==> config.mk <==
export PLATFORM = sky130hd
export DESIGN_NAME = mc_mem_bridge
export DESIGN_NICKNAME = d
export VERILOG_FILES = /design/src/rtl/mc_mem_bridge.sv
export SDC_FILE = /design/constraint.sdc
export NUM_CORES = 1
export LEC_CHECK = 0
export CORE_MARGIN = 4
export CORE_UTILIZATION = 35
export CTS_CLUSTER_SIZE = 14
export DETAILED_ROUTE_END_ITERATION = 16
export PLACE_DENSITY = 0.67
export SLEW_MARGIN = 20
export SYNTH_ARGS = -nofsm -noshare
export SYNTH_HDL_FRONTEND = slang
export SYNTH_SLANG_ARGS = --single-unit
==> constraint.sdc <==
create_clock -name clk -period 1.95 [get_ports clk]
set_clock_uncertainty 0.05 [all_clocks]
set_input_delay 0.39 -clock clk [delete_from_list [all_inputs] [get_ports clk]]
set_output_delay 0.39 -clock clk [all_outputs]
set_load 0.05 [all_outputs]
==> src/rtl/mc_mem_bridge.sv <==
// mc_mem_bridge: turns one multi-cycle-controller memory step into a single-beat,
// handshaked, word-aligned bus transaction (fetch -> IR, load -> MDR, store with
// byte enables). Optional access timeout is enabled by defining MEM_TIMEOUT_EN.
module mc_mem_bridge #(
   parameter int unsigned TIMEOUT_CYCLES = 16
) (
   input  logic        clk,
   input  logic        rst_n,
   input  logic        mem_start,
   input  logic        mem_sel,
   input  logic        mem_wr_en,
   input  logic [1:0]  mem_size,
   input  logic        ld_unsigned,
   input  logic [31:0] pc,
   input  logic [31:0] alu_addr,
   input  logic [31:0] store_data,
   output logic        bus_req,
   output logic        bus_we,
   output logic [31:0] bus_addr,
   output logic [3:0]  bus_be,
   output logic [31:0] bus_wdata,
   input  logic [31:0] bus_rdata,
   input  logic        bus_ack,
   output logic [31:0] ir,
   output logic [31:0] mdr,
   output logic        mem_busy,
   output logic        mem_done,
   output logic        misalign_err,
   output logic        bus_err
);

   typedef enum logic [1:0] {
      S_IDLE   = 2'd0,
      S_ACCESS = 2'd1,
      S_DONE   = 2'd2
   } state_t;

   state_t      r_state;
   state_t      w_next;

   logic [31:0] r_bus_addr;
   logic        r_bus_we;
   logic [3:0]  r_bus_be;
   logic [31:0] r_bus_wdata;
   logic [1:0]  r_lane;
   logic [1:0]  r_size;
   logic        r_uns;
   logic        r_sel;
   logic        r_misalign;
   logic [31:0] r_ir;
   logic [31:0] r_mdr;

   logic [31:0] w_addr;
   logic [1:0]  w_size;
   logic        w_misalign;
   logic        w_store;
   logic [3:0]  w_be;
   logic [31:0] w_wdata;
   logic [31:0] w_shifted;
   logic [31:0] w_load_data;
   logic        w_timeout;

   // Request decode: effective address/size, alignment check, store lanes
   always_comb begin
      w_addr     = mem_sel ? alu_addr : pc;
      w_size     = mem_sel ? mem_size : 2'b10;
      w_store    = mem_sel & mem_wr_en;
      w_misalign = (w_size == 2'b11) ||
                   ((w_size == 2'b01) && w_addr[0]) ||
                   ((w_size == 2'b10) && (w_addr[1:0] != 2'b00));
      w_be       = 4'b1111;
      w_wdata    = '0;
      if (w_store) begin
         case (w_size)
            2'b00:   begin
                        w_be    = 4'b0001 << w_addr[1:0];
                        w_wdata = {4{store_data[7:0]}};
                     end
            2'b01:   begin
                        w_be    = w_addr[1] ? 4'b1100 : 4'b0011;
                        w_wdata = {2{store_data[15:0]}};
                     end
            default: w_wdata = store_data;
         endcase
      end
   end

   // Load data extraction: shift selected lane down, then sign/zero extend
   always_comb begin
      w_shifted = bus_rdata >> {r_lane, 3'b000};
      case (r_size)
         2'b00:   w_load_data = r_uns ? {24'h000000, w_shifted[7:0]}
                                      : {{24{w_shifted[7]}}, w_shifted[7:0]};
         2'b01:   w_load_data = r_uns ? {16'h0000, w_shifted[15:0]}
                                      : {{16{w_shifted[15]}}, w_shifted[15:0]};
         default: w_load_data = bus_rdata;
      endcase
   end

`ifdef MEM_TIMEOUT_EN
   localparam int unsigned TW = (TIMEOUT_CYCLES > 1) ? $clog2(TIMEOUT_CYCLES) : 1;
   logic [TW-1:0] r_tcnt;
   logic          r_bus_err;

   // Timeout counter: held at zero outside ACCESS, counts ACCESS cycles without ack
   always_ff @(posedge clk) begin
      if (!rst_n || r_state != S_ACCESS) r_tcnt <= '0;
      else if (!bus_ack)                 r_tcnt <= r_tcnt + 1'b1;
   end

   // Ack in the terminal cycle takes priority over the timeout
   assign w_timeout = (r_state == S_ACCESS) && !bus_ack &&
                      (r_tcnt == TW'(TIMEOUT_CYCLES - 1));

   // Bus error flag: cleared on every new request, set on timeout
   always_ff @(posedge clk) begin
      if (!rst_n)                                   r_bus_err <= 1'b0;
      else if (r_state == S_IDLE && mem_start)      r_bus_err <= 1'b0;
      else if (w_timeout)                           r_bus_err <= 1'b1;
   end

   assign bus_err = mem_done & r_bus_err;
`else
   logic w_unused_tmo;
   assign w_unused_tmo = (TIMEOUT_CYCLES != 0);
   assign w_timeout    = 1'b0;
   assign bus_err      = 1'b0;
`endif

   // FSM state register
   always_ff @(posedge clk) begin
      if (!rst_n) r_state <= S_IDLE;
      else        r_state <= w_next;
   end

   // FSM next-state logic
   always_comb begin
      w_next = r_state;
      case (r_state)
         S_IDLE:   if (mem_start) w_next = w_misalign ? S_DONE : S_ACCESS;
         S_ACCESS: if (bus_ack || w_timeout) w_next = S_DONE;
         S_DONE:   w_next = S_IDLE;
         default:  w_next = S_IDLE;
      endcase
   end

   // Request latch on start, IR/MDR update on ack
   always_ff @(posedge clk) begin
      if (!rst_n) begin
         r_bus_addr  <= '0;
         r_bus_we    <= 1'b0;
         r_bus_be    <= '0;
         r_bus_wdata <= '0;
         r_lane      <= '0;
         r_size      <= '0;
         r_uns       <= 1'b0;
         r_sel       <= 1'b0;
         r_misalign  <= 1'b0;
         r_ir        <= 32'h0000_0013;
         r_mdr       <= '0;
      end else begin
         if (r_state == S_IDLE && mem_start) begin
            r_misalign <= w_misalign;
            if (!w_misalign) begin
               r_bus_addr  <= {w_addr[31:2], 2'b00};
               r_bus_we    <= w_store;
               r_bus_be    <= w_be;
               r_bus_wdata <= w_wdata;
               r_lane      <= w_addr[1:0];
               r_size      <= w_size;
               r_uns       <= ld_unsigned;
               r_sel       <= mem_sel;
            end
         end
         if (r_state == S_ACCESS && bus_ack) begin
            if (!r_sel)         r_ir  <= bus_rdata;
            else if (!r_bus_we) r_mdr <= w_load_data;
         end
      end
   end

   assign bus_req      = (r_state == S_ACCESS);
   assign mem_busy     = (r_state != S_IDLE);
   assign mem_done     = (r_state == S_DONE);
   assign misalign_err = mem_done & r_misalign;
   assign bus_addr     = r_bus_addr;
   assign bus_we       = r_bus_we;
   assign bus_be       = r_bus_be;
   assign bus_wdata    = r_bus_wdata;
   assign ir           = r_ir;
   assign mdr          = r_mdr;

endmodule

Word level (Yosys, flattened, before mapping)
Cells that the tools add are included.
Widths: inputs -> output; s select.
{ "totals": {"inputBits": 137, "register_bits": 140, "out_inout_bits": 138} }
{ "op_classes": {"n_bitwise": 5, "mux": 14, "eq_ne": 8, "n_reduce_logical": 15, "n_shift": 2} }
{ "ops": {"columns": ["op", "n"], "rows": [
  ["$mux 32", 4],
  ["$pmux 32 s2", 2],
  ["$shr 32x5->16", 1],
  ["$mux 2", 4],
  ["$mux 4", 2],
  ["$pmux 4 s2", 1],
  ["$eq 2x1->1 const B", 3],
  ["$eq 2x2->1 const B", 3],
  ["$logic_not 2->1", 3],
  ["$reduce_and 2->1", 3],
  ["$logic_and 1x1->1", 4],
  ["$pmux 2 s2", 1],
  ["$reduce_bool 2->1", 2],
  ["$shl 1x2->4 const A", 1],
  ["$not 1->1", 3],
  ["$reduce_and 3->1", 1],
  ["$and 1x1->1", 2],
  ["$logic_or 1x1->1", 2],
  ["$ne 2x1->1 const B", 1],
  ["$ne 2x2->1 const B", 1]
]} }

Logic depth before layout (Yosys ltp)
Gate-level depths: netlist (run 1).
{ "logic_depth": {"word_depth": 8, "depth_mapped": 7, "depth_no_buf": 4} }

Worst setup path before layout (run 1)
OpenSTA, ideal clock, no wires.
{ "synth_timing": {"path_kind": "flip-flop to output port", "from": "reg r_state[1]", "to": "out misalign_err", "slack_ns": -0.163, "stages_incl_launch_ff": 3, "arrival_ns": 1.673, "cell_sequence": "dfxtp_1 > nor2b_1 > and2_1"} }
{ "synth_between": {"elab_chain_len": 2} }
{ "synth_rtl": {"columns": ["item", "line", "source"], "rows": [
  ["start: declaration", "38", "state_t r_state;"],
  ["start signal: assignment", "133", "else r_state <= w_next;"],
  ["$eq 2x2->1", "184", "assign mem_done = (r_state == S_DONE);"],
  ["net mem_done", "27", "output logic mem_done,"],
  ["$and 1x1->1", "185", "assign misalign_err = mem_done & r_misalign;"],
  ["end: declaration", "28", "output logic misalign_err,"]
]} }
The timed path passes the listed nets, and every way through them passes these cells.

Final worst setup path (run 1)
{ "layout_timing": {"from": "in bus_rdata[23]", "to": "reg r_mdr[18], in the netlist mdr[18]"} }
{ "layout_between": {"elab_chain_len": 3, "elab_cells_between_ends": 4} }
{ "layout_rtl": {"columns": ["item", "line", "source"], "rows": [
  ["start: declaration", "22", "input logic [31:0] bus_rdata,"],
  ["$shr 32x5->16 *", "90", "w_shifted = bus_rdata >> {r_lane, 3'b000};"],
  ["$mux 32, on equally long branches", "94, 92", null],
  ["$pmux 32 s2 *", "91", "case (r_size)"],
  ["end signal: assignment", "177", "else if (!r_bus_we) r_mdr <= w_load_data;"],
  ["end: declaration", "51", "logic [31:0] r_mdr;"]
]} }
Every way passes the cells marked *; elsewhere a longest branch is shown, timed or not.
A chain may end at the register's enable or synchronous reset.

==> flow_summary.json, run 1 <==
{
  "cp_max_fo": 16,
  "p_int_mw": 5.38,
  "seq_area_frac_synth_pct": 45.7,
  "dr.first_iter.drc_count": 379,
  "grt_max_degree": 43,
  "post-place-ws_ps": -301,
  "power.leakage_nw": 3.99,
  "gp_congestion": 0.771,
  "hold_path_startpoint": "mem_sel",
  "routed_via_density": 5.11,
  "core_um2": 17200,
  "wire_per_inst_um": 17.9,
  "dp_hpwl_mm": 15.8,
  "start_util_pct": 35.6,
  "final_nets": 1087,
  "clock-sinks": 140,
  "multiInputGateArea_um2": 3020,
  "final_common_cell": "dfxtp_1",
  "first_pass_iters": 4,
  "ys_seq_elements": 140,
  "vias": 6072,
  "ys_types": 46,
  "async_reset_ff_share_pct": 0,
  "drt_wl_total_mm": 21.3,
  "hold_class": "input port to flip-flop",
  "required_ps": 2200,
  "ys.flop_type": "dfxtp_1",
  "clk_pin_slew_worst_paths_ps": 60,
  "reg2reg_depth": 5,
  "syn_avg_cell_area_um2": 9.15,
  "clockBufferDepth": 2,
  "chipHeight_um": 140,
  "worstSetupPathType": "input port to flip-flop",
  "fin_crit_ps": 1840,
  "clkLatencyLatePin_ps": 420,
  "power_mw": 7.60,
  "cts_root_buffer": "clkbuf_16",
  "cts_resized": 40,
  "synth_area_um2": 6130,
  "slew_violations": 0,
  "cts_tree": "yes",
  "status": "finished, final reports clean",
  "tightest_slew_ps": 574,
  "postCtsSetupBuffers": 0,
  "pwr-share-seq_pct": 39.7,
  "num-fill-cells": 1611,
  "reg2reg_to": "mdr[18]",
  "ff_latch_area_um2": 2800,
  "cp-start-kind": "input port",
  "ff2ff_setup_slack_ps": 250,
  "syn_inst": 670,
  "drive_gt1_share_pct": 21.3,
  "vdd_drop_max_uv": 631,
  "slew_headroom_pct": 61.7,
  "grt_usage_pct": 21.1,
  "dieWidth_um": 140,
  "layout_common_cells": "139 x dfxtp_1, 136 x buf_4, 135 x clkdlybuf4s50_1, 102 x a21oi_1, 86 x nand2_1",
  "first_global_vias": 6040,
  "pwr-share-comb_pct": 20.5,
  "switchingPower_mw": 2.22,
  "ys_warn_count": 0,
  "grt_antenna_before_repair": 0,
  "num_rows": 48,
  "p_sw_share_pct": 29.2,
  "antenna_cells": 0,
  "r2r_start": "r_lane[0]",
  "ioPinCount": 275,
  "drcViolationCount": 0,
  "finalSetupViolCount": 0,
  "htree_num_levels": 4,
  "min_period_over_period_pct": 94.4,
  "fmax_mhz": 543,
  "clkPwrFrac_pct": 39.8,
  "min_to": "r_sel",
  "synth_edf_count": 0,
  "ctsHoldBuffers": 0,
  "rsz0062_at_grt": "no",
  "port_buffers": 271,
  "cts_buffers": 17,
  "area_growth_pct": 57.6,
  "overflow": 0,
  "dieArea_um2": 19700,
  "arrival_ps": 2090,
  "ant_nets": 0,
  "final-hold-violation-count": 0,
  "holdPathStages": 4,
  "timing.final.ws_setup_ps": 108,
  "grt_first_pass_wirelength_mm": 33.0,
  "p_per_area_nw_per_um2": 787,
  "drv_cap": 0,
  "cp-end-kind": "flip-flop"
}
## layer usage
| metal | global-route usage (%) | share of wire (%) |
|---|---|---|
| met3 | 7.41 | 9.9 |
| met1 | 26.3 | 41 |
| met2 | 34.1 | 47 |
| met4 | 6.94 | 1.8 |
| met5 | 0 | 0 |
## worst max-delay path by stage
stage / startpoint / slack, ps / endpoint
2_1_floorplan: r_state[1] / 120 / misalign_err
3_3_place_gp: bus_rdata[23] / -240 / mdr[17]
3_5_place_dp: mem_size[0] / -300 / bus_wdata[2]
4_1_cts: r_state[1] / 80 / misalign_err
5_1_grt: r_state[0] / 10 / bus_req
6_report: bus_rdata[23] / 110 / mdr[18]
## cell type report
| type | instances | share of cell area [%] |
|---|---|---|
| multi-input combinational | 464 | 31.2 |
| timing repair buffer | 325 | 31.0 |
| sequential | 140 | 29.0 |
| clock buffer | 17 | 4.40 |
| tap | 225 | 2.91 |
| clock inverter | 15 | 1.30 |
| inverter | 2 | 0.0777 |
## power by group through the flow
stage / sequential, mW / combinational [mW] / clock (mW)
final: 3.02 / 1.56 / 3.03
after CTS: 3.02 / 1.57 / 3.11
after global placement: 3.08 / 1.57 / 0
after global routing: 3.03 / 1.66 / 3.23
after detailed placement: 3.08 / 1.58 / 0
after floorplan: 3.36 / 0.573 / 0
## metrics by stage
step	TNS [ps]	hold WS, ps	instances	area, µm²	util (%)
3_5_place_dp	-19210	396	1156	9160	53.1
2_1_floorplan	0	382	672	6140	-
5_1_grt	0	377	1188	9660	56.0
4_1_cts	0	353	1188	9660	56.0
6_report	0	382	1188	9660	56.0
3_3_place_gp	-14900	391	1156	9160	53.1
## cell usage after synthesis (all sizes together), types with 2 or more instances
library cell    n  area share [%]
dfxtp         140              46
o21a            3            0.37
buf            33             3.3
mux2i          67              11
o21ai          30             2.4
a211oi         32             3.9
clkbuf         33             2.0
nand2          87             5.5
a311oi          3            0.43
nand3           4            0.33
a2bb2oi         7             1.0
o221ai          8             1.4
nand2b         12             1.2
nand4           2            0.20
and2            3            0.31
nand3b          2            0.24
inv             2            0.12
o2bb2ai        24             3.4
a31oi          17             2.0
a22o            8             1.1
nor3b           3            0.53
or2             9            0.92
a21o            8            0.98
nor2           14            0.90
nor2b           7            0.71
a21oi         103             8.5
## worst max-delay path, cell delays in order
cell and delay, ps:
clkdlybuf4s50_1 530, mux4_2 520, and3b_1 220, a31oi_4 180, buf_12 160, a31oi_1 80
## flip-flops by register name, summed over array words and instances (netlist names)
signal      cells
bus_addr       30
bus_be          4
bus_wdata      32
bus_we          1
ir             32
mdr            32
r_lane          2
r_misalign      1
r_sel           1
r_size          2
r_state         2
r_uns           1
## kinds of logic (layout without fill, tap and decap cells)
family | Yosys count | after routing | share of synthesized area [%]
other | 1 | 3 | 0.0612
DFF | 140 | 140 | 45.7
and+or+nand+nor | 146 | 146 | 11.3
AOI/OAI and AO/OA | 247 | 247 | 26.1
muxes | 68 | 68 | 11.3
buffers and inverters | 68 | 359 | 5.47
No activity file was read; power rests on OpenSTA's default activity.
==> inputs of run 2 (changes only) <==
--- a/config.mk
+++ b/config.mk
@@ -9,7 +9,9 @@
 export CORE_UTILIZATION = 35
 export CTS_CLUSTER_SIZE = 14
 export DETAILED_ROUTE_END_ITERATION = 16
+export GPL_ROUTABILITY_DRIVEN = 0
 export PLACE_DENSITY = 0.67
+export RECOVER_POWER = 25
 export SLEW_MARGIN = 20
 export SYNTH_ARGS = -nofsm -noshare
 export SYNTH_HDL_FRONTEND = slang
==> flow_summary.json, run 2 (synthesis gave the netlist of run 1 again) <==
{
  "core_um2": 17200,
  "chipHeight_um": 140,
  "finalInstanceArea_um2": 9400,
  "p_per_area_nw_per_um2": 805,
  "final_common_cell": "dfxtp_1",
  "area_growth_pct": 53.4,
  "fin_crit_ps": 1840,
  "drv_cap": 0,
  "min_period_over_period_pct": 94.4,
  "finalSetupTns_ps": 0,
  "placed_cells": 1156,
  "clkLatencyLatePin_ps": 420,
  "reg2reg_to": "mdr[18]",
  "grt_first_pass_wirelength_mm": 33.0,
  "vias": 6061,
  "tightest_slew_ps": 689,
  "pwr-share-seq_pct": 39.8,
  "required_ps": 1510,
  "power.leakage_nw": 3.70,
  "overflow": 0,
  "r2r_start": "r_lane[0]",
  "p_int_mw": 5.35,
  "wire_per_inst_um": 17.9,
  "status": "finished, final reports clean",
  "grt_max_degree": 43,
  "ioPinCount": 275,
  "p_sw_share_pct": 29.4,
  "worstSetupPathType": "flip-flop to output port",
  "layout_common_cells": "139 x dfxtp_1, 135 x clkdlybuf4s50_1, 102 x a21oi_1, 86 x nand2_1",
  "dpl_cell_area_um2": 9160,
  "clk_pin_slew_worst_paths_ps": 60,
  "grt_antenna_before_repair": 0,
  "rsz0062_at_grt": "no",
  "fin_cells": 1188,
  "grt_usage_pct": 21.1,
  "routed_via_density": 5.10,
  "clock-sinks": 140,
  "drive_gt1_share_pct": 14.2,
  "max_stage_delay_ps": 490,
  "ant_nets": 0,
  "start_util_pct": 35.6,
  "arrival_ps": 1400,
  "vdd_drop_max_uv": 644,
  "final_nets": 1087,
  "reg2reg_depth": 5,
  "holdPathStages": 4,
  "first_pass_iters": 4,
  "drt_wl_total_mm": 21.2,
  "cts_root_buffer": "clkbuf_16",
  "cts_tree": "yes",
  "num-fill-cells": 1672,
  "hold_slack_ps": 375,
  "cp_slowest_cell": "dfxtp_1",
  "hold_class": "input port to flip-flop",
  "antenna_cells": 0,
  "crit_start": "r_state[0]",
  "ctsHoldBuffers": 0,
  "final-hold-violation-count": 0,
  "drcViolationCount": 0,
  "slew_violations": 0,
  "clkPwrFrac_pct": 40.1,
  "slew_headroom_pct": 54.3,
  "fmax_mhz": 543,
  "ff2ff_setup_slack_ps": 260,
  "dp_hpwl_mm": 15.8,
  "dieWidth_um": 140,
  "cp-start-kind": "flip-flop",
  "num_rows": 48,
  "htree_num_levels": 4,
  "cts_buffers": 17,
  "switchingPower_mw": 2.22,
  "port_buffers": 271,
  "cp-end-kind": "output port",
  "cp_max_fo": 7,
  "clockBufferDepth": 2,
  "crit_path_cell_trace": "nor2b_1 > buf_12",
  "dieArea_um2": 19700,
  "finalSetupViolCount": 0,
  "dr.first_iter.drc_count": 290,
  "first_global_vias": 6040,
  "crit_end": "bus_req",
  "pwr-share-comb_pct": 20.1
}
[run 2: cell types whose count changed in the layout (fill, tap and decap cells not counted)]
| cell | before | now |
|---|---|---|
| clkbuf_1 | 0 | 68 |
| buf_4 | 136 | 68 |
[run 2: routing by layer]
| layer | vias to the layer above | part of all wire, % | GRT usage (%) |
|---|---|---|---|
| met5 | - | 0 | 0 |
| met4 | 0 | 1.9 | 6.94 |
| met3 | 31 | 9.1 | 7.41 |
| met2 | 226 | 47 | 34.1 |
| met1 | 2811 | 42 | 26.3 |
| li1 | 2993 | - | - |
[run 2: final cells by class]
| cell class | instances | area [µm²] | area share, % |
|---|---|---|---|
| Clock buffer | 17 | 425 | 4.52 |
| Timing Repair Buffer | 325 | 2740 | 29.2 |
| Inverter | 2 | 7.51 | 0.0798 |
| Clock inverter | 15 | 125 | 1.33 |
| Sequential cell | 140 | 2800 | 29.8 |
| Multi-Input combinational cell | 464 | 3020 | 32.1 |
| Tap cell | 225 | 282 | 2.99 |
[run 2: repair_timing]
item	in CTS	in global routing
gates resized for setup	40	0
buffers inserted	0	0
setup endpoints to repair	40	0
[run 2: worst min path at each step]
| stage | from | to | slack (ps) |
|---|---|---|---|
| final | mem_sel | r_sel | 380 |
| after global routing | mem_sel | r_sel | 380 |
| after detailed placement | ir[23] | ir[23] | 400 |
| after CTS | mem_sel | r_size[0] | 350 |
| after floorplan | r_misalign | r_misalign | 380 |
| after global placement | ir[18] | ir[18] | 390 |
[run 2: through the flow]
step                      utilization [%]  power (mW)  setup WS [ps]
after global routing                 54.6        7.88           13.9
final                                54.6        7.57            109
after CTS                            56.0        7.70           82.0
after floorplan                         -        3.94            118
after global placement               53.1        4.65           -244
after detailed placement             53.1        4.66           -301
[run 2: worst max-delay path, delay by kind of cell, from the launching register on]
family,cells,cell delay (ps)
buffers and inverters,1,180
and+or+nand+nor,1,310
DFF,1,490
[run 2: power groups by stage]
stage | registers, mW | logic (mW) | clock network [mW]
floorplan | 3.36 | 0.573 | 0
global placement | 3.08 | 1.57 | 0
detailed placement | 3.08 | 1.58 | 0
CTS | 3.02 | 1.57 | 3.11
global route | 3.03 | 1.62 | 3.23
finish | 3.02 | 1.52 | 3.04
==> variant, RTL diff (config.mk and constraints of run 1) <==
The 3 states of `state_t` get a one-hot encoding in 3 bits.
--- a/src/rtl/mc_mem_bridge.sv
+++ b/src/rtl/mc_mem_bridge.sv
@@ -31,6 +31,6 @@
 
-   typedef enum logic [1:0] {
-      S_IDLE   = 2'd0,
-      S_ACCESS = 2'd1,
-      S_DONE   = 2'd2
+   typedef enum logic [2:0] {
+      S_IDLE   = 3'b001,
+      S_ACCESS = 3'b010,
+      S_DONE   = 3'b100
    } state_t;
Behaviour: same outputs for any inputs over 4 cycles, from zero or initial values and one cycle with rst_n low; so few cycles prove little.
==> variant against run 1 <==
- design area grew 5.6%
- sequential cell count grew 1
- fmax grew 0.40%
- combinational power shrank 4%
- critical path depth shrank 3
- worst hold slack gained 0.013 ns
- area after synthesis grew 6.0%
- setup slack gained 0.0074 ns
- sequential share of layout area shrank 1.3 points
- power grew 3.3%
- routed wire length grew 8.7%
- critical endpoint is now misalign_err
- largest cell class unchanged
- highest routed layer unchanged
==> variant: results (changes against run 1) <==
- The number of global-route vias before repair is 6,317 (+4.6%).
- The worst slack at placement came to -0.360 ns (-0.0591 ns).
- The number of stages on the worst hold path came to 4 (unchanged).
- The instance area at placement is 0.00963 mm² (+5.1%).
- For this design, the slowest cell found on the critical path is sky130_fd_sc_hd__dfxtp_2.
- In this run the most critical hold path is launched from mem_sel.
- The sequential cell area fraction in the yosys report is 0.435 (-0.0227).
- The maximum fanout along the worst path is 5 (-11).
- Counting instances in the post-synthesis netlist gives the leading cell types as sky130_fd_sc_hd__dfxtp_1, sky130_fd_sc_hd__nand2_1, sky130_fd_sc_hd__mux2i_1.
- The clock latency of the later-clocked register in the worst-skew pair is 0.42 ns (about the same).
- The last weighted congestion value of the routability-driven placer is 0.820 (+6.3%).
- The first-iteration detailed-routing DRC count came to 523 (+38%).
- The number of diodes added for antenna fixing is 0 (unchanged).
- The pin count of the biggest net entering global routing was 41 (-4.7%).
- The clock buffer count from CTS is 17 (unchanged).
- The transition time at the pin with the least slew margin was 0.519 ns (-0.0544 ns).
- The post-detailed-placement half-perimeter wirelength is 17,100 µm (+8.1%).
- The endpoint of the lowest-slack register-to-register path is mdr[10].
- The length of the first detailed-routing pass in iterations is 7 (+3).
- The static power due to leakage is 4.64 nW (+16%).
- The post-cts gate resize count is 43 (+7.5%).
- The maximum count of clock buffers along a single path is 2 (unchanged).
- The total of buffers placed on input and output ports is 271 (unchanged).
- Yosys attributes the largest share of cell area to sky130_fd_sc_hd__dfxtp_1, sky130_fd_sc_hd__mux2i_1, sky130_fd_sc_hd__nand2_1.
- The reg2reg setup slack came to 0.25 ns (about the same).
- The arrival time at the worst endpoint is 1.39 ns (-0.70 ns).
- The total vias in the final route is 6,512 (+7.2%).
- The aggregate global-route resource usage was 0.216 (+0.00473).
- The critical path's largest stage delay is 0.41 ns (-0.12 ns).
- The final number of hold-violating endpoints came to 0 (unchanged).
- The number of distinct library cells after synthesis is 51 (+11%).
- For hold timing, the worst endpoint is r_size[0].
- The fraction of final layout cells sized beyond drive strength 1 came to 0.208 (-0.00496).
- The total routed wirelength was 23,200 µm (+8.7%).
- The clock slew at the register clock pins of the worst setup and hold paths is 0.06 ns (about the same).
- The flow ran to the end, and the final reports show no timing, DRC or antenna violations.
- The global-route wire length before repair came to 35,000 µm (+5.9%).
- The number of nets in the finished design is 1,136 (+4.5%).
- The cell family contributing the most delay on the critical path is simple AND/OR/NAND/NOR gates.
- The maximum ir drop on the vdd rail is 0.589 mV (-6.6%).
## variant: changes by cell type in the layout (fill, tap and decap cells not counted), moves of 10 or more
| cell | delta |
|---|---|
| sky130_fd_sc_hd__a21oi_1 | -69 |
| sky130_fd_sc_hd__nand2_1 | +37 |
| sky130_fd_sc_hd__o211ai_1 | +34 |
| sky130_fd_sc_hd__o211a_1 | +33 |
| sky130_fd_sc_hd__a211oi_1 | -32 |
| sky130_fd_sc_hd__a21boi_0 | +31 |
| sky130_fd_sc_hd__o22ai_1 | +28 |
| sky130_fd_sc_hd__o2bb2ai_1 | -19 |
| sky130_fd_sc_hd__nand2b_1 | -10 |
## variant: cell families after synthesis
logic type / after synthesis / synth area share
other: 1 / 0.000577
AO/OA/AOI/OAI: 252 / 0.277
flip-flops: 141 / 0.435
AND/OR/NAND/NOR: 169 / 0.116
buffers and inverters: 82 / 0.0568
multiplexers: 73 / 0.115
## variant: metal layers
| layer | share of wire | global-route usage | up-vias | wire length (µm) |
|---|---|---|---|---|
| met5 | 0 | 0 | - | 0 |
| met4 | 0.032 | 0.0854 | 0 | 734 |
| met3 | 0.079 | 0.0516 | 45 | 1820 |
| met2 | 0.46 | 0.339 | 243 | 10700 |
| met1 | 0.43 | 0.287 | 3052 | 9920 |
| li1 | - | - | 3172 | - |
## variant: power breakdown
part           switching [W]  total (W)  internal (W)
Combinational       0.000816    0.00150      0.000683
Sequential         0.0000593    0.00303       0.00297
Clock                0.00127    0.00333       0.00206
Total                0.00214    0.00786       0.00571
## variant: layout make-up
type,count,area (µm²)
multi-input cells,497,3370
repair buffers,334,3090
clock buffers,20,457
clock inverters,10,141
flip-flops and latches,141,2830
fillers,1650,7880
well taps,229,287
inverters,8,30.0
## variant: through the flow
stage / util / instances / setup TNS (ns) / hold WS [ns]
floorplan: - / 720 / -0.0968 / 0.385
global placement: 0.532 / 1208 / -20.68 / 0.399
detailed placement: 0.532 / 1208 / -22.78 / 0.404
CTS: 0.563 / 1238 / 0 / 0.383
global route: 0.564 / 1239 / 0 / 0.431
finish: 0.564 / 1239 / 0 / 0.395
## variant: tightest hold or removal path: cells and delay by family
family / cells / cell delay (ns)
buffers and inverters: 2 / 0.29
AND/OR/NAND/NOR: 1 / 0.08
multiplexers: 1 / 0.06
## variant: worst max path at each step
stage | slack, ns | endpoint | start
3_5_place_dp | -0.36 | bus_be[3] | alu_addr[0]
2_1_floorplan | -0.1 | misalign_err | r_state[2]
5_1_grt | 0.03 | bus_addr[5] | pc[0]
4_1_cts | 0.004 | misalign_err | r_state[2]
3_3_place_gp | -0.33 | r_size[1] | alu_addr[0]
6_report | 0.12 | misalign_err | r_state[2]
